--- config.mk ---
export PLATFORM = sky130hd
export DESIGN_NAME = if_id_buffer
export DESIGN_NICKNAME = d
export VERILOG_FILES = /design/src/rtl/if_id_buffer.sv
export SDC_FILE = /design/constraint.sdc
export NUM_CORES = 1
export LEC_CHECK = 0
export ABC_AREA = 1
export BUFFER_PORTS_ARGS = -buffer_cell sky130_fd_sc_hd__buf_2
export CAP_MARGIN = 20
export CORE_ASPECT_RATIO = 2
export CORE_MARGIN = 8
export CORE_UTILIZATION = 57
export CTS_CLUSTER_DIAMETER = 50
export CTS_CLUSTER_SIZE = 16
export DETAILED_ROUTE_END_ITERATION = 10
export GPL_TIMING_DRIVEN = 0
export PLACE_DENSITY = 0.86
export SLEW_MARGIN = 15
export SYNTH_ARGS = -nofsm -noshare
export SYNTH_HDL_FRONTEND = slang
export SYNTH_SLANG_ARGS = --single-unit
--- constraint.sdc ---
create_clock -name clk_i -period 8.3 [get_ports clk_i]
set_input_delay 0.415 -clock clk_i [delete_from_list [all_inputs] [get_ports clk_i]]
set_output_delay 0.415 -clock clk_i [all_outputs]
set_load 0.1 [all_outputs]
--- src/rtl/if_id_buffer.sv ---
// IF/ID pipeline buffer: small circular FIFO of (pc, instruction) beats between fetch and decode.
// A flush empties it at once, and decode sees a NOP bubble whenever no valid head entry exists.
module if_id_buffer #(
  parameter int                    ADDR_WIDTH = 32,
  parameter int                    INST_WIDTH = 32,
  parameter int                    DEPTH      = 2,
  parameter logic [INST_WIDTH-1:0] NOP_INST   = 32'h00000013
) (
  input  logic                    clk_i,
  input  logic                    rst_i,
  input  logic                    flush_enable_i,
  input  logic                    fetch_valid_i,
  output logic                    fetch_ready_o,
  input  logic [ADDR_WIDTH-1:0]   fetch_pc_i,
  input  logic [INST_WIDTH-1:0]   fetch_inst_i,
  output logic                    id_valid_o,
  input  logic                    id_ready_i,
  output logic [ADDR_WIDTH-1:0]   id_pc_o,
  output logic [INST_WIDTH-1:0]   id_inst_o,
  output logic [$clog2(DEPTH):0]  occupancy_o
);

  localparam int PTR_W = $clog2(DEPTH);
  localparam int CNT_W = PTR_W + 1;
  localparam logic [CNT_W-1:0] DEPTH_C = CNT_W'(DEPTH);

  logic [ADDR_WIDTH-1:0] pc_mem   [DEPTH];
  logic [INST_WIDTH-1:0] inst_mem [DEPTH];
  logic [PTR_W-1:0]      wr_ptr;
  logic [PTR_W-1:0]      rd_ptr;
  logic [CNT_W-1:0]      count;
  logic                  push;
  logic                  pop;

  // Ready looks only at the registered count, so a full buffer refuses a beat even if decode pops that cycle.
  assign fetch_ready_o = (count < DEPTH_C) & ~rst_i;
  assign id_valid_o    = (count != '0) & ~flush_enable_i;
  assign push          = fetch_valid_i & fetch_ready_o & ~flush_enable_i;
  assign pop           = id_valid_o & id_ready_i;
  assign occupancy_o   = count;

  always_comb begin
    id_pc_o   = '0;
    id_inst_o = NOP_INST;
    if (id_valid_o) begin
      id_pc_o   = pc_mem[rd_ptr];
      id_inst_o = inst_mem[rd_ptr];
    end
  end

  always_ff @(posedge clk_i) begin
    if (push) begin
      pc_mem[wr_ptr]   <= fetch_pc_i;
      inst_mem[wr_ptr] <= fetch_inst_i;
    end
  end

  // Power-of-two depth lets the pointers wrap by plain overflow.
  always_ff @(posedge clk_i or posedge rst_i) begin
    if (rst_i) begin
      wr_ptr <= '0;
      rd_ptr <= '0;
      count  <= '0;
    end else if (flush_enable_i) begin
      wr_ptr <= '0;
      rd_ptr <= '0;
      count  <= '0;
    end else begin
      if (push) wr_ptr <= wr_ptr + 1'b1;
      if (pop)  rd_ptr <= rd_ptr + 1'b1;
      case ({push, pop})
        2'b10:   count <= count + 1'b1;
        2'b01:   count <= count - 1'b1;
        default: count <= count;
      endcase
    end
  end

endmodule
==> impl_metrics.csv <==
group,metric,value,unit
sta,report.final.slew_viol_count,0,
setup_path,cp_top_family,"buffers and inverters",
layout,design_area,6970,um2
routing,postRouteAntennaNets,0,
yosys,synthTopCellsByCount,"128 x edfxtp_1, 80 x nand2_1, 72 x inv_1",
yosys,synth_top_area_frac,0.712,
setup_path,startpoint_type,"flip-flop",
floorplanning,fp.dieW,84.8,um
placed_design,pre_cts_ws,6.04,ns
placed_design,gp_congestion,0.829,
sta,slew_headroom,0.660,
layout,areaGrowthSynthToFinish,29.2,%
setup_path,r2r-start,"occupancy_o[1]$_DFFE_PP0P_",
yosys,avgSynthCellArea,14.4,um2
sta,setup_viol,0,
routing,drc_errors,0,
floorplanning,chipHeight,154,um
setup_path,cp_slowest_stage_delay,0.47,ns
power_and_ir_drop,seqPwrFrac,0.307,
run,max_cap_violations,0,
sta,tns,0,ns
grt,grt_pass1_vias,3550,
yosys,synth_seq_area_share,0.731,
yosys,synth_area_leaders,"edfxtp_1 71%, mux2_2 12%, nand2_1 5.6%",
sta,whs,0.194,ns
grt,track_usage,0.184,
sta,rsz0062_at_grt,"false",
setup_path,cp_max_fo,10,
setup_path,r2r_slack,6.03,ns
yosys,synth-edff-count,128,
placed_design,dpl_cell_area,6310,um2
sta,fin_crit,2.50,ns
floorplanning,start_util,0.583,
yosys,yosys.area.top_type,"edfxtp_1",
power_and_ir_drop,p_int,1.49,mW
sta,finalHoldViolCount,0,
yosys,syn_inst,375,
yosys,synth.most_common_cell,"edfxtp_1",
floorplanning,core,9260,um2
min_path,hp-start,"fetch_inst_i[10]",
sta,max_freq,400,MHz
setup_path,crit_slowest_cell,"dfrtp_1",
layout,final_layout_size_suffix_gt1_frac,0.462,
yosys,synth_async_sr_flop_share,0.0303,
grt,grt_max_degree,54,
grt,grt_overflow,0,
power_and_ir_drop,p_comb_frac,0.373,
power_and_ir_drop,ir_worst_vdd,215,uV
clock_tree,clkSinkCount,132,
clock_tree,cts_setup_buffers,0,
grt,antenna_found_initial,0,
setup_path,path_common_cell,"buf_4",
clock_tree,htreeDepth,4,
layout,nNetsFinal,608,
sta,worst_slew_pin_slew,0.513,ns
yosys,yosysWarnings,0,
routing,first_pass_iters,4,
placed_design,placed_cells_incl_taps,623,
clock_tree,cts_buffers,17,
sta,fin_crit_sh,0.301,
yosys,synth_area,5400,um2
routing,routed-via-count,3345,
routing,wl_per_cell,17.7,um
setup_path,cp.arrival,2.08,ns
clock_tree,clock_tree.buffer_depth,2,
routing,drt-initial-drc-count,215,
layout,fin_cells,656,
floorplanning,die-area,13000,um2
power_and_ir_drop,powerDensity,364,nW/um2
placed_design,dpl.hpwl,8.15,mm
status,status,"finished, final reports clean",
setup_path,worstSetupStartpoint,"occupancy_o[1]$_DFFE_PP0P_",
yosys,syn_nets,444,
grt,grt_first_pass_wirelength,17.8,mm
sta,setup_ws,5.80,ns
setup_path,worstPathRequired,7.89,ns
setup_path,worstSetupPathType,"reg2out",
sta,skew,0.00936,ns
min_path,hold_path_class,"in2reg",
power_and_ir_drop,switching_share,0.411,
power_and_ir_drop,cellLeakagePower,3.25,nW
clock_tree,insertion_delay,0.41,ns
power_and_ir_drop,clkPwrFrac,0.320,
yosys,synth_ff_type,"edfxtp_1",
floorplanning,rows,50,
power_and_ir_drop,power_switching,1.04,mW
setup_path,cp_cell_sequence,"nor2_1 -> nor2_2 -> buf_4 -> buf_4 -> nand2_1 -> inv_1 -> buf_2",
clock_tree,tritoncts,"yes",
yosys,synthDistinctLibCells,17,
setup_path,cp-end-kind,"output port",
clock_tree,cts_root_buf,"clkbuf_16",
yosys,ys_ff_latch,132,
floorplanning,num_io_pins,137,
routing,avgViaCountPerCell,5.10,
clock_tree,clk_pin_slew,0.06,ns
setup_path,critPathBufInv,4,
layout,num_antenna_cells,0,
routing,wirelength,11.6,mm
placed_design,io_buffer_count,136,
cells in the final DEF (no fill, tap or decap):
master	netlist	layout
buf_6	3	6
buf_16	0	1
dlygate4sd3_1	0	1
o211ai_1	3	3
dfrtp_1	4	4
edfxtp_1	128	128
nor3_2	0	1
bufinv_16	0	5
clkinv_4	0	4
clkbuf_16	0	17
nand2_1	80	80
mux2_2	59	59
inv_1	72	71
buf_2	7	143
o21ai_0	2	2
inv_6	0	2
nand4_1	1	1
a21oi_1	1	1
nor2_2	1	1
clkinv_2	0	1
mux2_4	2	2
nor2_1	3	3
inv_4	0	1
clkinvlp_4	0	3
buf_4	5	9
nand3_1	3	3
layer usage:
| layer | up-vias | wire, um | track usage |
|---|---|---|---|
| met4 | 0 | 248 | 0.0933 |
| met5 | - | 0 | 0 |
| met1 | 1622 | 4010 | 0.164 |
| li1 | 1598 | - | - |
| met2 | 106 | 6820 | 0.355 |
| met3 | 19 | 502 | 0.0513 |
timing repair:
action	4_1_cts	5_1_grt
endpoints found under the setup margin	0	0
hold buffers	1	0
hold endpoints to repair	4	0
gates resized for setup	0	0
metrics by stage:
| step | total power [mW] | util |
|---|---|---|
| final | 2.54 | 0.753 |
| after global routing | 2.62 | 0.753 |
| after CTS | 2.55 | 0.753 |
| after detailed placement | 1.74 | 0.681 |
| after global placement | 1.72 | 0.670 |
| after floorplan | 1.58 | - |
final cells by class:
class                           instances  area (um2)
Buffer                                 15         106
Clock buffer                           17         425
Clock inverter                         15         230
Fill cell                             582        2290
Inverter                               72         273
Multi-Input combinational cell        156        1080
Sequential cell                       132        3940
Tap cell                              104         130
Timing Repair Buffer                  145         782
state kept, by name, summed over array words and instances (netlist names):
name	flops
rd_ptr	1
inst_mem	64
wr_ptr	1
pc_mem	64
occupancy_o	2
power groups by stage:
stage	clock network (mW)	registers [mW]	logic, mW
CTS	0.822	0.778	0.954
global route	0.847	0.781	0.989
global placement	0	0.792	0.931
finish	0.812	0.779	0.948
floorplan	0	0.819	0.759
detailed placement	0	0.791	0.948
cells by family (layout without fill, tap and decap cells):
kind of cell,after synthesis,in the layout,share of synthesized area
muxes,61,61,0.129
AOI/OAI and AO/OA,6,6,0.00695
buffers and inverters,87,264,0.0698
DFF,132,132,0.731
and+or+nand+nor,89,89,0.0638
worst paths after layout:
check | endpoint | cells past startpoint
worst min register to register | wr_ptr$_DFFE_PP0P_ | 2
worst max-delay path | id_inst_o[18] | 7
min in group asynchronous | occupancy_o[0]$_DFFE_PP0P_ | 3
worst max register to register | inst_mem[1][12]$_DFFE_PP_ | 6
worst min-delay path | inst_mem[0][10]$_DFFE_PP_ | 1
max in group asynchronous | occupancy_o[1]$_DFFE_PP0P_ | 3
(Power assumes the default switching activity.)
